===== config.mk =====
export PLATFORM = sky130hd
export DESIGN_NAME = clock_digit_gen
export DESIGN_NICKNAME = d
export VERILOG_FILES = /design/src/rtl/clock_digit_gen.sv
export SDC_FILE = /design/constraint.sdc
export NUM_CORES = 1
export LEC_CHECK = 0
export ABC_AREA = 1
export ABC_CLOCK_PERIOD_IN_PS = 7900
export CORE_AREA = 2 2 106 108
export CTS_CLUSTER_DIAMETER = 120
export CTS_CLUSTER_SIZE = 28
export DETAILED_ROUTE_END_ITERATION = 7
export DIE_AREA = 0 0 108 110
export SYNTH_ARGS = -nofsm -noshare
export SYNTH_HDL_FRONTEND = slang
export SYNTH_SLANG_ARGS = --single-unit

===== constraint.sdc =====
create_clock -name clk -period 7.9 [get_ports clk]
set_clock_uncertainty 0.15 [all_clocks]
set_input_delay 1.58 -clock clk [delete_from_list [all_inputs] [get_ports clk]]
set_output_delay 1.58 -clock clk [all_outputs]
set_load 0.01 [all_outputs]

===== src/rtl/clock_digit_gen.sv =====
// 12-hour time-of-day keeper with a button-driven set mode and a blinking selected field.
// Emits one registered 4-bit display code per 7-segment digit, plus an AM/PM code.
module clock_digit_gen #(
   parameter int unsigned TICKS_PER_SEC = 50000000,
   parameter int unsigned BLINK_TICKS   = 12500000
) (
   input  logic       clk,
   input  logic       reset,
   input  logic       set_mode,
   input  logic       inc_hour,
   input  logic       inc_min,
   output logic [3:0] hr_tens,
   output logic [3:0] hr_ones,
   output logic [3:0] min_tens,
   output logic [3:0] min_ones,
   output logic [3:0] ampm,
   output logic       sec_tick
);

   localparam int unsigned PW = $clog2(TICKS_PER_SEC);
   localparam int unsigned BW = (BLINK_TICKS > 1) ? $clog2(BLINK_TICKS) : 1;
   localparam logic [PW-1:0] PRESC_LAST = PW'(TICKS_PER_SEC - 1);
   localparam logic [BW-1:0] BLINK_LAST = BW'(BLINK_TICKS - 1);
   localparam logic [3:0] CODE_BLANK = 4'b1111;
   localparam logic [3:0] CODE_ONE   = 4'b0001;
   localparam logic [3:0] CODE_A     = 4'b1010;
   localparam logic [3:0] CODE_P     = 4'b1011;

   typedef enum logic [1:0] {RUN, SET_HOUR, SET_MIN} state_t;

   state_t        state, state_nxt;
   logic [PW-1:0] presc;
   logic [BW-1:0] blink_cnt;
   logic          blink;
   logic [3:0]    hour, min_t, min_o, sec_t, sec_o;
   logic          pm;

   logic       run_c, terminal_c, hour_inc_c, min_inc_c;
   logic       sec_wrap_c, min_step_c, hour_step_c;
   logic [3:0] hour_nxt_c;
   logic       pm_nxt_c;
   logic [3:0] hr_tens_c, hr_ones_c, min_tens_c, min_ones_c, ampm_c;

   always_ff @(posedge clk or posedge reset) begin
      if (reset) state <= RUN;
      else       state <= state_nxt;
   end

   always_comb begin
      state_nxt = state;
      if (set_mode) begin
         case (state)
            RUN:      state_nxt = SET_HOUR;
            SET_HOUR: state_nxt = SET_MIN;
            default:  state_nxt = RUN;
         endcase
      end
   end

   // Control strobes and display decode; set_mode always pre-empts an edit or a tick.
   always_comb begin
      run_c       = (state == RUN);
      terminal_c  = run_c && !set_mode && (presc == PRESC_LAST);
      hour_inc_c  = (state == SET_HOUR) && inc_hour && !set_mode;
      min_inc_c   = (state == SET_MIN) && inc_min && !set_mode;
      sec_wrap_c  = terminal_c && (sec_t == 4'd5) && (sec_o == 4'd9);
      min_step_c  = sec_wrap_c || min_inc_c;
      hour_step_c = (sec_wrap_c && (min_t == 4'd5) && (min_o == 4'd9)) || hour_inc_c;

      hr_tens_c  = (hour >= 4'd10) ? CODE_ONE : CODE_BLANK;
      hr_ones_c  = (hour >= 4'd10) ? hour - 4'd10 : hour;
      min_tens_c = min_t;
      min_ones_c = min_o;
      ampm_c     = pm ? CODE_P : CODE_A;
      if (blink && state == SET_HOUR) begin
         hr_tens_c = CODE_BLANK;
         hr_ones_c = CODE_BLANK;
      end
      if (blink && state == SET_MIN) begin
         min_tens_c = CODE_BLANK;
         min_ones_c = CODE_BLANK;
      end
   end

   // Hour successor shared by the run carry and the set edit.
   always_comb begin
      hour_nxt_c = (hour == 4'd12) ? 4'd1 : hour + 4'd1;
      pm_nxt_c   = (hour == 4'd11) ? !pm : pm;
   end

   always_ff @(posedge clk or posedge reset) begin
      if (reset) begin
         presc <= '0;
         sec_t <= '0;
         sec_o <= '0;
         min_t <= '0;
         min_o <= '0;
         hour  <= 4'd12;
         pm    <= 1'b0;
      end else begin
         presc <= (run_c && !set_mode && !terminal_c) ? presc + PW'(1) : '0;
         if (run_c && set_mode) begin
            sec_t <= '0;
            sec_o <= '0;
         end else if (terminal_c) begin
            if (sec_o != 4'd9) sec_o <= sec_o + 4'd1;
            else begin
               sec_o <= '0;
               sec_t <= (sec_t == 4'd5) ? 4'd0 : sec_t + 4'd1;
            end
         end
         if (min_step_c) begin
            if (min_o != 4'd9) min_o <= min_o + 4'd1;
            else begin
               min_o <= '0;
               min_t <= (min_t == 4'd5) ? 4'd0 : min_t + 4'd1;
            end
         end
         if (hour_step_c) begin
            hour <= hour_nxt_c;
            pm   <= pm_nxt_c;
         end
      end
   end

   // Blink phase restarts visible on any set-state entry/exit or accepted edit.
   always_ff @(posedge clk or posedge reset) begin
      if (reset) begin
         blink_cnt <= '0;
         blink     <= 1'b0;
      end else if (run_c || set_mode || hour_inc_c || min_inc_c) begin
         blink_cnt <= '0;
         blink     <= 1'b0;
      end else if (blink_cnt == BLINK_LAST) begin
         blink_cnt <= '0;
         blink     <= !blink;
      end else begin
         blink_cnt <= blink_cnt + BW'(1);
      end
   end

   always_ff @(posedge clk or posedge reset) begin
      if (reset) begin
         hr_tens  <= CODE_ONE;
         hr_ones  <= 4'd2;
         min_tens <= 4'd0;
         min_ones <= 4'd0;
         ampm     <= CODE_A;
         sec_tick <= 1'b0;
      end else begin
         hr_tens  <= hr_tens_c;
         hr_ones  <= hr_ones_c;
         min_tens <= min_tens_c;
         min_ones <= min_ones_c;
         ampm     <= ampm_c;
         sec_tick <= terminal_c;
      end
   end

endmodule

==> flow_summary_export.csv, run 1 <==
group,metric,value,unit
sta,min_period_over_period,0.398,
synth,ys_ff_latch,89,
global_routing,gr-total-overflow,0,
synth,synthArstFlopShare,1.00,
synth,synth_flop_cell,"dfrtp_1",
route,wire_per_inst,12.0,um
setup_path,reg2regPathDepth,7,
global_routing,grt_pass1_vias,3592,
placed_design,numPortBuffers,21,
status,status,"complete, no violations",
sta,hold_ws,259,ps
setup_path,critPathMaxFanout,13,
setup_path,cp-start-kind,"input port",
synth,syn_inst,588,
cts,post_cts_buffers,0,
die,die_w,108,um
die,core_area,10700,um^2
pwr,p_int,0.835,mW
synth,synth_edf_count,0,
route,drtAntennaViolNets,0,
final_layout,final_common_cell,"nand2_1",
hold_path,hold_class,"reg2reg",
final_layout,final_cell_mix,"nand2_1, nor2_1, dfrtp_1",
cts,clkTransAtPathRegs,90,ps
placed_design,hpwl,6730,um
final_layout,nFillCells,1058,
cts,cts_sinks,89,
cts,numCtsBuffers,9,
pwr,peakVddDrop,0.159,mV
pwr,seqPwrFrac,0.479,
placed_design,dp.cells,741,
final_layout,final_layout_size_suffix_gt1_frac,0.0924,
final_layout,final_util,0.491,
sta,setup_tns,0,ps
route,route.met2.wl,4390,um
final_layout,final_cells,757,
cts,h-tree-depth,3,
sta,fmax,318,MHz
synth,yosys_warnings,0,
die,ioPinCount,26,
sta,worstMarginPinSlew,1070,ps
cts,holdBufCountCts,0,
setup_path,required,8040,ps
sta,fin_ws,4750,ps
pwr,totalPowerFinal,1.24,mW
final_layout,stdcell_area,5260,um^2
sta,period_minus_slack,3150,ps
die,num_rows,38,
cts,worstSkewPairLatency,360,ps
pwr,swShare,0.324,
pwr,p_leak,2.40,nW
cts,cts_resized,0,
cts,clockBufferDepth,2,
final_layout,nets,628,
synth,synth_cell_types,37,
global_routing,grt_usage,0.167,
sta,grt_setup_unrepaired,"no",
pwr,p_clk_frac,0.277,
route,top_layer_used,"met4",
route,drtIter0Drc,166,
job,cap_violations,0,
die,initial_core_util,0.441,
placed_design,dpl-instance-area,5040,um^2
placed_design,gp_congestion,0.896,
final_layout,largest_reg_flops,26,
setup_path,cp-end-kind,"flop",
cts,tritoncts,"built",
cts,cts.root.buffer_cell,"clkbuf_8",
route,first_pass_iters,4,
sta,slew_headroom,0.288,
route,drt-met1-wl,4340,um
pwr,power_density,235,nW/um^2
synth,ys_seq_area_frac,0.473,
sta,finalHoldViolCount,0,
synth,syn-cell-area,4710,um^2
die,die_area,11900,um^2
setup_path,worstPathArrival,3290,ps
route,drc,0,
global_routing,grt_first_pass_wirelength,15800,um
route,dr_wl_met3,199,um
final_layout,reg_top3,"presc (26), blink_cnt (24)",
synth,syn_area_per_cell,8.02,um^2
sta,finalSetupViolations,0,
global_routing,antenna_found_initial,0,
final_layout,diodes,0,
final_layout,area_growth_syn_to_layout,11.5,%
sta,report.final.slew_viol_count,0,
pwr,p_switching,0.401,mW
placed_design,pre_cts_ws,4360,ps
final_layout,regMostFlops,"presc",
setup_path,crit_type,"in2reg",
pwr,combPwrFrac,0.245,
global_routing,grt_max_degree,54,
die,fp.dieH,110,um
route,vias,3687,
route,via_per_inst,4.87,
hold_path,hold_depth,0,
route,wl,9110,um
==> power by group through the flow <==
stage | logic [mW] | registers (mW) | clock network, mW
floorplan | 0.200 | 0.597 | 0
global placement | 0.298 | 0.598 | 0
detailed placement | 0.305 | 0.600 | 0
CTS | 0.307 | 0.591 | 0.352
global route | 0.346 | 0.604 | 0.369
finish | 0.302 | 0.592 | 0.342
==> worst max-delay path, cell delays in order <==
cell,delay (ps)
clkdlybuf4s50_1,560
inv_2,90
nand4_2,110
nand4_2,260
inv_2,110
nand2_2,200
inv_2,190
nand2_1,70
nor2_1,100
==> synth_stat cells (3+ instances only) <==
library cell  instances  area, um^2
nand2_1             134         503
xor2_1               13         114
nand2_2               6        37.5
nand4_1              14        87.6
dfrtp_1              86        2150
a21oi_1              12        60.1
nor3_1               24         120
or2_2                 3        18.8
o21ai_1               7        35.0
nand4_2               3        37.5
nor2_2                6        37.5
nor2_1               94         353
o21ai_0              10        50.1
inv_1                71         267
nor3_2                6        60.1
ha_1                 11         138
buf_4                 7        52.6
nor3b_1              10        75.1
nand3_1              34         170
dfstp_2               3        78.8
inv_2                 5        18.8
xnor2_1               8        70.1
==> metal layers <==
metal	up-vias	GRT usage
met1	1726	0.215
met5	-	0
met2	44	0.282
met4	0	0.0678
li1	1899	-
met3	18	0.0265
==> worst paths after layout <==
kind,start,slack (ps),endpoint
min reg2reg,pm,260,ampm[0]
min,pm,260,ampm[0]
max in group asynchronous,reset,5050,ampm[0]
max,set_mode,4750,blink_cnt[21]
max reg2reg,presc[0],5590,presc[20]
min in group asynchronous,reset,1450,presc[16]
==> cell type report <==
class / instances / area [um^2] / share of cell area
inverters: 76 / 287 / 0.0545
flip-flops and latches: 89 / 2230 / 0.424
clock buffers: 9 / 124 / 0.0236
well taps: 140 / 175 / 0.0333
clock inverters: 7 / 93.8 / 0.0179
multi-input cells: 414 / 2130 / 0.405
repair buffers: 22 / 218 / 0.0414
==> cell families (layout without fill, tap and decap cells) <==
family | after synthesis | in the layout | share of synthesized area
AOI/OAI and AO/OA | 35 | 35 | 0.0427
xor gates and xnor gates | 21 | 21 | 0.0390
adders and majority gates | 11 | 11 | 0.0292
buffers and inverters | 87 | 114 | 0.0770
DFF | 89 | 89 | 0.473
other | 2 | 4 | 0.00159
and+or+nand+nor | 343 | 343 | 0.337
Power figures use the tool's default switching activity.
==> run 2, diff against run 1 <==
ABC_CLOCK_PERIOD_IN_PS = 2840   (was 7900)
clock period = 2.84 ns   (was 7.9 ns; I/O delays follow)
==> flow_summary_export.csv, run 2 (synthesis gave the netlist of run 1 again) <==
group,metric,value,unit
setup_path,max_stage_delay,530,ps
route,drc,0,
setup_path,slowest_stage,"dfstp_2",
final_layout,regMostFlops,"presc",
die,num_rows,38,
die,die_area,11900,um^2
sta,worstMarginPinSlew,533,ps
setup_path,reg2regPathDepth,10,
sta,min_period_over_period,0.748,
placed_design,hpwl,6740,um
cts,cts_sinks,89,
global_routing,grt_pass1_vias,3631,
cts,tritoncts,"built",
setup_path,r2r_start,"presc[0]",
pwr,p_leak,2.40,nW
sta,report.final.slew_viol_count,0,
pwr,power_density,636,nW/um^2
final_layout,largest_reg_flops,26,
sta,fmax,471,MHz
pwr,peakVddDrop,0.374,mV
cts,cts_resized,0,
final_layout,final_cells,761,
placed_design,numPortBuffers,21,
route,drtAntennaViolNets,0,
die,initial_core_util,0.441,
final_layout,final_cell_mix,"nand2_1, nor2_1, dfrtp_1",
final_layout,reg_top3,"presc (26), blink_cnt (24)",
cts,post_cts_buffers,0,
setup_path,worstPathArrival,1400,ps
cts,worstSkewPairLatency,360,ps
global_routing,grt_first_pass_wirelength,15800,um
final_layout,diodes,0,
placed_design,gp_congestion,0.843,
setup_path,cp_cell_sequence,"clkdlybuf4s50_1",
cts,numCtsBuffers,9,
route,wl,8960,um
status,status,"complete, no violations",
die,die_w,108,um
route,wire_per_inst,11.8,um
placed_design,dp.cells,745,
setup_path,cp-start-kind,"flop",
hold_path,hold_class,"reg2reg",
route,via_per_inst,4.85,
setup_path,critPathBufInv,1,
route,vias,3692,
setup_path,cp_top_family,"flip-flops",
hold_path,hold_start,"pm",
global_routing,antenna_found_initial,0,
setup_path,critPathMaxFanout,1,
cts,holdBufCountCts,0,
die,core_area,10700,um^2
setup_path,cp-end-kind,"primary output",
route,drtIter0Drc,161,
setup_path,required,2120,ps
cts,cts.root.buffer_cell,"clkbuf_8",
die,fp.dieH,110,um
sta,period_minus_slack,2120,ps
cts,clockBufferDepth,2,
cts,h-tree-depth,3,
setup_path,crit_type,"reg2out",
route,first_pass_iters,4,
sta,finalSetupViolations,0,
final_layout,area_growth_syn_to_layout,12.2,%
sta,grt_setup_unrepaired,"no",
sta,slew_headroom,0.644,
sta,setup_tns,0,ps
global_routing,grt_max_degree,33,
job,cap_violations,0,
global_routing,grt_usage,0.167,
final_layout,final_layout_size_suffix_gt1_frac,0.0966,
die,ioPinCount,26,
cts,clkTransAtPathRegs,90,ps
global_routing,gr-total-overflow,0,
hold_path,hold_depth,0,
final_layout,nets,632,
final_layout,final_common_cell,"nand2_1",
sta,finalHoldViolCount,0,
setup_path,cp_num_cells,1,
setup_path,startpoint,"hr_ones[1]",
## run 2: changes by cell type in the layout (fill, tap and decap cells not counted)
| cell | delta |
|---|---|
| buf_4 | +2 |
| buf_12 | +2 |
| clkinvlp_4 | +2 |
| bufinv_16 | -1 |
| clkinv_2 | -2 |
| clkbuf_1 | +1 |
## run 2: path summary, 6_finish.rpt
| kind | end | slack, ps |
|---|---|---|
| worst min register to register | ampm[0] | 270 |
| worst min-delay path | ampm[0] | 270 |
| min in group asynchronous | hour[0] | 450 |
| worst max register to register | min_t[3] | 740 |
| worst max-delay path | hr_ones[1] | 720 |
| max in group asynchronous | hr_ones[1] | 1500 |
## run 2: layer usage
layer  GRT usage  wire length [um]  vias to the layer above  share of wire
li1            -                 -                     1911              -
met1       0.206              4210                     1726           0.47
met2       0.297              4450                       48           0.50
met3      0.0370               215                        7          0.024
met4      0.0430                80                        0         0.0089
met5           0                 0                        -              0
## run 2: layout make-up
| class | instances | area (um^2) |
|---|---|---|
| well taps | 140 | 175 |
| multi-input cells | 414 | 2130 |
| inverters | 76 | 289 |
| clock buffers | 10 | 128 |
| fillers | 1039 | 5410 |
| repair buffers | 26 | 273 |
| clock inverters | 6 | 66.3 |
| flip-flops and latches | 89 | 2230 |
## run 2: power by group
group	switching, mW	internal, mW
clock	0.458	0.408
combinational	0.492	0.364
sequential	0.165	1.48
## run 2: stage by stage
step	worst slack [ps]	util	hold WS (ps)	instance area [um^2]	total power, mW
final	717	0.495	271	5290	3.37
after global placement	525	0.476	235	5100	2.51
after floorplan	1090	-	224	4730	2.22
after detailed placement	478	0.476	250	5100	2.54
after CTS	696	0.495	272	5290	3.41
after global routing	544	0.495	284	5290	3.60
